File: src/rtl/perf_laten_arb.sv
// perf_laten_arb: round-robin latency sampler feeding one shared bank of
// per-class sum/count buckets, with host snapshot reads and window dumps.
`ifndef PANIC_DESC_TS_SIZE
`define PANIC_DESC_TS_SIZE 16
`endif

module perf_laten_arb #(
  parameter int NUM_SRC   = 4,
  parameter int TS_WIDTH  = `PANIC_DESC_TS_SIZE,
  parameter int NUM_CLASS = 5,
  parameter int SUM_WIDTH = 64,
  parameter int CNT_WIDTH = 32,
  parameter int WINDOW    = 128
) (
  input  logic                        clk,
  input  logic                        rst,
  input  logic [TS_WIDTH-1:0]         timestamp,
  input  logic [NUM_SRC-1:0]          s_valid,
  output logic [NUM_SRC-1:0]          s_ready,
  input  logic [NUM_SRC*TS_WIDTH-1:0] s_ts,
  input  logic [NUM_SRC*5-1:0]        s_class,
  input  logic                        rd_req,
  input  logic [4:0]                  rd_class,
  input  logic                        rd_clear,
  output logic                        rd_ack,
  output logic [SUM_WIDTH-1:0]        rd_sum,
  output logic [CNT_WIDTH-1:0]        rd_cnt,
  output logic                        win_valid,
  output logic [4:0]                  win_class,
  output logic [SUM_WIDTH-1:0]        win_sum,
  output logic [CNT_WIDTH-1:0]        win_cnt,
  output logic [31:0]                 drop_cnt
);

  localparam int PW = $clog2(NUM_SRC);

  typedef enum logic [1:0] {
    IDLE,
    RD_WAIT,
    RD_RESP
  } state_t;

  state_t               state_q;
  logic [PW-1:0]        rr_ptr_q;
  logic                 s1_vld_q;
  logic [TS_WIDTH-1:0]  s1_lat_q;
  logic [4:0]           s1_cls_q;
  logic [4:0]           rd_cls_q;
  logic                 rd_clr_q;
  logic                 rd_ack_q;
  logic [SUM_WIDTH-1:0] rd_sum_q;
  logic [CNT_WIDTH-1:0] rd_cnt_q;
  logic                 win_valid_q;
  logic [4:0]           win_class_q;
  logic [SUM_WIDTH-1:0] win_sum_q;
  logic [CNT_WIDTH-1:0] win_cnt_q;
  logic [31:0]          drop_q;
  logic [SUM_WIDTH-1:0] sum_q [NUM_CLASS];
  logic [CNT_WIDTH-1:0] cnt_q [NUM_CLASS];

  logic [NUM_SRC-1:0]   gnt_oh;
  logic [PW-1:0]        gnt_idx;
  logic [PW-1:0]        j;
  logic                 found;
  logic                 xfer;
  logic [PW-1:0]        rr_ptr_d;
  logic [TS_WIDTH-1:0]  sel_ts;
  logic [4:0]           sel_cls;
  logic                 s1_drop;
  logic [SUM_WIDTH-1:0] cur_sum;
  logic [CNT_WIDTH-1:0] cur_cnt;
  logic [SUM_WIDTH-1:0] nxt_sum;
  logic [CNT_WIDTH-1:0] nxt_cnt;
  logic                 win_hit;
  logic [SUM_WIDTH-1:0] rd_sel_sum;
  logic [CNT_WIDTH-1:0] rd_sel_cnt;

  // First valid source at or above rr_ptr, wrapping
  always_comb begin
    gnt_oh  = '0;
    gnt_idx = '0;
    found   = 1'b0;
    j       = '0;
    for (int k = 0; k < NUM_SRC; k++) begin
      j = PW'((int'(rr_ptr_q) + k) % NUM_SRC);
      if (!found && s_valid[j]) begin
        found     = 1'b1;
        gnt_oh[j] = 1'b1;
        gnt_idx   = j;
      end
    end
  end

  assign s_ready = (state_q == IDLE && !rd_req && !rst)
                 ? gnt_oh : '0;
  assign xfer    = |s_ready;
  assign sel_ts  = s_ts[gnt_idx*TS_WIDTH +: TS_WIDTH];
  assign sel_cls = s_class[gnt_idx*5 +: 5];
  assign rr_ptr_d = (gnt_idx == PW'(NUM_SRC - 1))
                  ? '0 : gnt_idx + 1'b1;

  assign s1_drop = {1'b0, s1_cls_q} >= 6'(NUM_CLASS);

  always_comb begin
    cur_sum    = '0;
    cur_cnt    = '0;
    rd_sel_sum = '0;
    rd_sel_cnt = '0;
    for (int c = 0; c < NUM_CLASS; c++) begin
      if (s1_cls_q == 5'(c)) begin
        cur_sum = sum_q[c];
        cur_cnt = cnt_q[c];
      end
      if (rd_cls_q == 5'(c)) begin
        rd_sel_sum = sum_q[c];
        rd_sel_cnt = cnt_q[c];
      end
    end
  end

  assign nxt_sum = cur_sum + SUM_WIDTH'(s1_lat_q);
  assign nxt_cnt = cur_cnt + 1'b1;
  assign win_hit = (WINDOW != 0) && !s1_drop
                && (nxt_cnt == CNT_WIDTH'(WINDOW));

  always_ff @(posedge clk or posedge rst) begin
    if (rst) begin
      state_q     <= IDLE;
      rr_ptr_q    <= '0;
      s1_vld_q    <= 1'b0;
      s1_lat_q    <= '0;
      s1_cls_q    <= '0;
      rd_cls_q    <= '0;
      rd_clr_q    <= 1'b0;
      rd_ack_q    <= 1'b0;
      rd_sum_q    <= '0;
      rd_cnt_q    <= '0;
      win_valid_q <= 1'b0;
      win_class_q <= '0;
      win_sum_q   <= '0;
      win_cnt_q   <= '0;
      drop_q      <= '0;
      for (int c = 0; c < NUM_CLASS; c++) begin
        sum_q[c] <= '0;
        cnt_q[c] <= '0;
      end
    end else begin
      rd_ack_q    <= 1'b0;
      win_valid_q <= 1'b0;
      s1_vld_q    <= xfer;
      if (xfer) begin
        s1_lat_q <= timestamp - sel_ts;
        s1_cls_q <= sel_cls;
        rr_ptr_q <= rr_ptr_d;
      end
      if (s1_vld_q) begin
        if (s1_drop) begin
          if (drop_q != '1) drop_q <= drop_q + 1'b1;
        end else if (win_hit) begin
          win_valid_q <= 1'b1;
          win_class_q <= s1_cls_q;
          win_sum_q   <= nxt_sum;
          win_cnt_q   <= nxt_cnt;
        end
        for (int c = 0; c < NUM_CLASS; c++) begin
          if (!s1_drop && s1_cls_q == 5'(c)) begin
            sum_q[c] <= win_hit ? '0 : nxt_sum;
            cnt_q[c] <= win_hit ? '0 : nxt_cnt;
          end
        end
      end
      unique case (state_q)
        IDLE: begin
          if (rd_req) begin
            rd_cls_q <= rd_class;
            rd_clr_q <= rd_clear;
            state_q  <= RD_WAIT;
          end
        end
        RD_WAIT: begin
          rd_ack_q <= 1'b1;
          rd_sum_q <= rd_sel_sum;
          rd_cnt_q <= rd_sel_cnt;
          state_q  <= RD_RESP;
        end
        RD_RESP: begin
          // Arbiter is held off since RD_WAIT, so no commit races this clear
          for (int c = 0; c < NUM_CLASS; c++) begin
            if (rd_clr_q && rd_cls_q == 5'(c)) begin
              sum_q[c] <= '0;
              cnt_q[c] <= '0;
            end
          end
          state_q <= IDLE;
        end
        default: state_q <= IDLE;
      endcase
    end
  end

  assign rd_ack    = rd_ack_q;
  assign rd_sum    = rd_sum_q;
  assign rd_cnt    = rd_cnt_q;
  assign win_valid = win_valid_q;
  assign win_class = win_class_q;
  assign win_sum   = win_sum_q;
  assign win_cnt   = win_cnt_q;
  assign drop_cnt  = drop_q;

endmodule

File: config.mk
export PLATFORM = sky130hd
export DESIGN_NAME = perf_laten_arb
export DESIGN_NICKNAME = d
export VERILOG_FILES = /design/src/rtl/perf_laten_arb.sv
export SDC_FILE = /design/constraint.sdc
export NUM_CORES = 2
export LEC_CHECK = 0
export CORE_ASPECT_RATIO = 0.6
export CORE_UTILIZATION = 55
export DETAILED_ROUTE_END_ITERATION = 8
export GPL_TIMING_DRIVEN = 0
export HOLD_SLACK_MARGIN = 0.08
export PLACE_DENSITY_LB_ADDON = 0.25
export SETUP_SLACK_MARGIN = 0.02
export SLEW_MARGIN = 30
export SYNTH_ARGS = -nofsm -noshare
export SYNTH_HDL_FRONTEND = slang
export SYNTH_SLANG_ARGS = --single-unit
File: constraint.sdc
create_clock -name clk -period 49.8 [get_ports clk]
set_input_delay 9.96 -clock clk [delete_from_list [all_inputs] [get_ports clk]]
set_output_delay 9.96 -clock clk [all_outputs]
set_load 0.05 [all_outputs]
# Yosys cells after proc, flatten, opt, wreduce, memory -nomap -nowiden
# Cells that the tools add are included.
dict set report totals {
  reg_bits 743
  input_bits 113
  output_inout_bits 235
  elab_cells 177
}
dict set report op_classes {
  addsub 8
  n_mul 1
  order_cmp 9
  eq_ne 14
  shift 2
  mux 81
  bitwise_logic 4
  n_reduce_logical 33
}
# cell count
set ops {}
lappend ops {{64-bit 2-to-1 mux} 21}
lappend ops {{32-bit 2-to-1 mux} 21}
lappend ops {{320-bit 2-to-1 mux} 2}
lappend ops {{160-bit 2-to-1 mux} 2}
lappend ops {{32-bit by 1-bit adder with 32-bit output, second input constant} 2}
lappend ops {{64-bit by 16-bit adder with 64-bit output} 1}
lappend ops {{64-bit by 7-bit variable part select with 16-bit output} 1}
lappend ops {{32-bit by 8-bit == test with 1-bit output, second input constant} 1}
lappend ops {{32-bit != test, second input constant} 1}
lappend ops {{5-bit by 2-bit == test with 1-bit output, second input constant} 4}
lappend ops {{1-bit logical AND} 20}
lappend ops {{4-bit 2-to-1 mux} 5}
lappend ops {{20-bit by 6-bit variable part select with 5-bit output} 1}
lappend ops {{16-bit subtractor} 1}
lappend ops {{1-bit 2-to-1 mux} 15}
lappend ops {{2-bit by 3-bit < comparator with 1-bit output, second input constant} 4}
lappend ops {{2-bit 2-to-1 mux} 6}
lappend ops {{4-bit OR} 3}
lappend ops {{5-bit by 1-bit == test with 1-bit output, second input constant} 2}
lappend ops {{5-bit by 3-bit == test with 1-bit output, second input constant} 2}
lappend ops {{5-bit zero test} 2}
lappend ops {{1-bit binary-select mux with 2-bit select} 4}
lappend ops {{1-bit demux with 2-bit select} 4}
lappend ops {{2-bit by 1-bit greater-or-equal comparator with 1-bit output, second input constant} 4}
lappend ops {{other kinds (14)} 23}

# Depth between registers and ports, before layout
dict set report depth {
  word_depth 14
  mapped_depth 27
  ltp_nobuf 24
}

# Worst setup path before layout
# OpenSTA, ideal clock, no wires.
dict set report synth_path {
  kind {in2out}
  startpoint {input s_valid[2]}
  endpoint {output s_ready[0]}
  arrival_ns 11.827
  required_time_ns 39.840
  path_slack_ns 28.013
  stages 6
  path_buffers 0
  cell_sequence {mux4_2 a211oi_1 a22oi_1 nor2_1 a221oi_1 nor2_1}
}
dict set report synth_between {
  elab_chain_len 13
  elab_cells_between_ends 25
  classes_between {16 x mux; 3 x bitwise; 6 x reduce/logical}
}
# element line_no
set synth_rtl {}
lappend synth_rtl {{start: declaration} 18} ;# input logic [NUM_SRC-1:0] s_valid,
lappend synth_rtl {{1-bit binary-select mux with 2-bit select} 86} ;# if (!found && s_valid[j]) begin
lappend synth_rtl {{1-bit 2-to-1 mux (implied by the code)} 86}
lappend synth_rtl {{1-bit 2-to-1 mux} 86}
lappend synth_rtl {{1-bit zero test} 86}
lappend synth_rtl {{1-bit logical AND} 86}
lappend synth_rtl {{1-bit 2-to-1 mux} 86}
lappend synth_rtl {{1-bit zero test} 86}
lappend synth_rtl {{1-bit logical AND} 86}
lappend synth_rtl {{1-bit 2-to-1 mux} 86}
lappend synth_rtl {{1-bit zero test} 86}
lappend synth_rtl {{1-bit logical AND} 86}
lappend synth_rtl {{4-bit 2-to-1 mux *} 86}
lappend synth_rtl {{4-bit 2-to-1 mux *} 95} ;# ? gnt_oh : '0;
lappend synth_rtl {{end: declaration} 19} ;# output logic [NUM_SRC-1:0] s_ready,
# Mark *: on every way between the ends. The rest lies on a longest branch, timed or not. The select of a mux whose other input is x is not followed.

# Worst setup path in the final report
dict set report layout_path {
  startpoint {input s_valid[1]}
  endpoint {output s_ready[2]}
}
# Same word-level chain as after synthesis.

==> impl_metrics.yaml <==
run_status:
  status: "complete, but fails checks"
  violations: "design-rule violations"
place:
  dp.cells: 4993
  dp_hpwl_microns: 120000
  portBuffers: 347
  gp_congestion: 1.03
routing:
  wl_per_cell_microns: 33.1
  met1Wirelength_microns: 67000
  met2WireLength_microns: 63700
  drcViolationCount: 1
  dr.pass1.iters: 9
  drt_iter0_drc: 6935
  drtAntennaViolNets: 0
  vias_per_cell: 7.37
  highest_layer: "met5"
  wirelength_microns: 170000
  wl_met3_microns: 31600
  vias: 37800
synth:
  synthArstFlopShare_pct: 100
  synthMuxAreaShare_pct: 7.49
  ys_ff_latch: 743
  synth_xor_xnor_area_share_pct: 3.30
  seq_area_frac_synth_pct: 47.6
  synthAdderAreaFrac_pct: 1.41
  synth-compound-area-share_pct: 24.7
  synth_fp_nets: 3867
  syn_area_per_cell_sq_um: 10.5
  netlist-cell-type-count: 82
  synthSimpleGateAreaFrac_pct: 11.0
  synth_cells: 3711
  synth_top_family_by_area: "compound AO/OA/AOI/OAI gates"
  ys.flop_type: "dfrtp_1"
  yosysWarnings: 0
  synthesis.area_sq_mm: 0.0391
  synth-edff-count: 0
floorplan:
  fp.dieArea_sq_mm: 0.0722
  row_count: 75
  core_area_sq_mm: 0.0701
  io_pins: 348
  dieHeight_microns: 209
  start_util_pct: 55.8
  die_x_microns: 346
power:
  leakagePower_nw: 19.4
  ir_worst_vdd_mv: 0.0353
  power.density_mw_per_mm2: 55.2
  power_mw: 2.57
layout:
  nNetsFinal: 4301
  utilization_pct: 66.5
  drive_above_1_share_pct: 8.26
  final_common_cell: "dfrtp_1"
  final_cells: 5128
  layout_common_cells: "743 x dfrtp_1, 347 x clkdlybuf4s50_1, 341 x a32o_1, 293 x nor2_1, 260 x clkbuf_1"
  areaGrowthSynthToFinish_pct: 19.2
cts:
  h-tree-depth: 3
  clock-root-buffer: "clkbuf_16"
  clockBufferDepth: 3
  cts_setup_buffers: 0
  clock_sinks: 743
  path_clk_slew_ns: 0.06
  cts_resized: 0
  numCtsBuffers: 73
  cts_tree: "built"
  cts_hold_buffers: 0
  clk_latency_ns: 0.66
global_route:
  grt_max_degree: 93
  grt_usage_pct: 46.1
  grt_pass1_wl_microns: 244000
  antenna_found_initial: 6
  grt_overflow_total: 0
  grt_pass1_vias: 35500
worst_setup_path:
  r2r-start: "s1_cls_q[1]"
  rrSetupSlack_ns: 38.12
  worstPathMaxFanout: 7
  timing.rr.end: "win_sum[61]"
  cp.required_ns: 39.84
  worstPathArrival_ns: 12.96
  start_kind: "input port"
  cp-end-kind: "output port"
  reg2reg_depth: 26
  worstSetupPathType: "input port to output port"
sta:
  relSlewSlack_pct: 22.1
  hold_violations: 0
  finalSetupViolCount: 0
  max_freq_ghz: 0.0436
  rsz0062_at_grt: "no"
  worst_pin_slew_ns: 1.17
  period_needed_ns: 22.92
  slew_violations: 0
  clock_skew_ns: 0.0194
  fin_crit_sh_pct: 46.0
  tns_ns: 0
min_path:
  hp-start: "win_cnt[7]"
  timing.hold.worst_endpoint: "win_cnt[7]"
  hold_path.class: "flip-flop to flip-flop"
  hold_depth: 1
flow_run:
  maxCapViolCount: 0
synth_stat cells (26+ instances only):
cell / number / area share (%)
a222oi_1: 56 / 1.4
nor2b_1: 48 / 0.77
a21oi_1: 191 / 2.4
dfrtp_1: 743 / 48
and3_1: 36 / 0.58
or3_1: 26 / 0.42
o22ai_1: 65 / 1.0
ha_1: 41 / 1.3
nand2_1: 186 / 1.8
buf_6: 33 / 0.95
mux2_1: 54 / 1.6
mux2_2: 53 / 1.5
a21o_1: 36 / 0.69
nor3_1: 33 / 0.42
or2_2: 27 / 0.43
o21a_1: 55 / 1.1
nor2_1: 297 / 2.9
nand3_1: 66 / 0.84
mux2i_1: 170 / 4.4
buf_2: 38 / 0.49
o211ai_1: 58 / 1.1
a211oi_1: 117 / 2.2
a32o_1: 341 / 8.7
xnor2_1: 80 / 1.8
a22oi_1: 88 / 1.7
o21ai_0: 150 / 1.9
clkbuf_1: 265 / 2.5
xor2_1: 60 / 1.3
state kept, by name, summed over array words and instances (netlist names), 2 cells and up:
register,count
sum_q,320
cnt_q,160
rd_sum,64
win_sum,64
drop_cnt,32
rd_cnt,32
win_cnt,32
s1_lat_q,16
rd_cls_q,5
s1_cls_q,5
win_class,5
rr_ptr_q,2
state_q,2
power by group:
part | internal [mW] | leakage, nW | switching [mW] | total (mW)
Combinational | 0.356 | 8.09 | 0.769 | 1.13
Sequential | 0.727 | 10.1 | 0.120 | 0.847
Clock | 0.335 | 1.23 | 0.265 | 0.599
Total | 1.42 | 19.4 | 1.15 | 2.57
final cells by class:
cell class	instances	area (sq um)
buffer	362	1690
clock buffer	100	2100
antenna	1	2.50
multi-input combinational	2585	18800
tap	924	1160
fill	5634	23500
sequential	743	18600
clock inverter	33	405
inverter	21	86.3
timing repair buffer	359	3760
cells by family (layout without fill, tap and decap cells):
| group | Yosys count | after routing |
|---|---|---|
| other | 0 | 1 |
| buffers and inverters | 383 | 875 |
| adder cells (fa/ha/maj) | 43 | 43 |
| AND/OR/NAND/NOR | 859 | 859 |
| multiplexers | 278 | 278 |
| flip-flops | 743 | 743 |
| XOR/XNOR | 144 | 144 |
| AO/OA/AOI/OAI | 1261 | 1261 |
metal layers:
| metal | vias to the layer above | track usage [%] |
|---|---|---|
| li1 | 15100 | - |
| met1 | 18500 | 65.2 |
| met2 | 3523 | 58.5 |
| met3 | 615 | 24.6 |
| met4 | 12 | 16.8 |
| met5 | - | 0.658 |
critical path, cell delays in order:
cell             delay [ns]
clkdlybuf4s50_1        0.52
mux4_2                 0.58
a211oi_1               0.47
a22oi_1                0.14
nor2_1                 0.13
a221oi_1               0.06
nor2_1                 0.22
clkdlybuf4s50_1        0.89
through the flow:
stage                     area (sq um)  hold slack [ns]  setup slack [ns]
final                            46600            0.474             26.88
after global routing             46600            0.501             26.74
after CTS                        46600            0.483             26.99
after detailed placement         44100            0.469             27.00
after global placement           43700            0.457              9.67
after floorplan                  39100            0.455             18.99
how the worst max path moves through the flow:
stage,depth (start not counted),startpoint,endpoint,slack (ns)
2_1_floorplan,1,rst,cnt_q[0],18.99
3_3_place_gp,2,rst,win_sum[17],9.67
3_5_place_dp,8,s_valid[1],s_ready[2],27.00
4_1_cts,8,s_valid[1],s_ready[1],26.99
5_1_grt,8,s_valid[1],s_ready[3],26.74
6_report,8,s_valid[1],s_ready[2],26.88
Power figures use the tool's default switching activity.
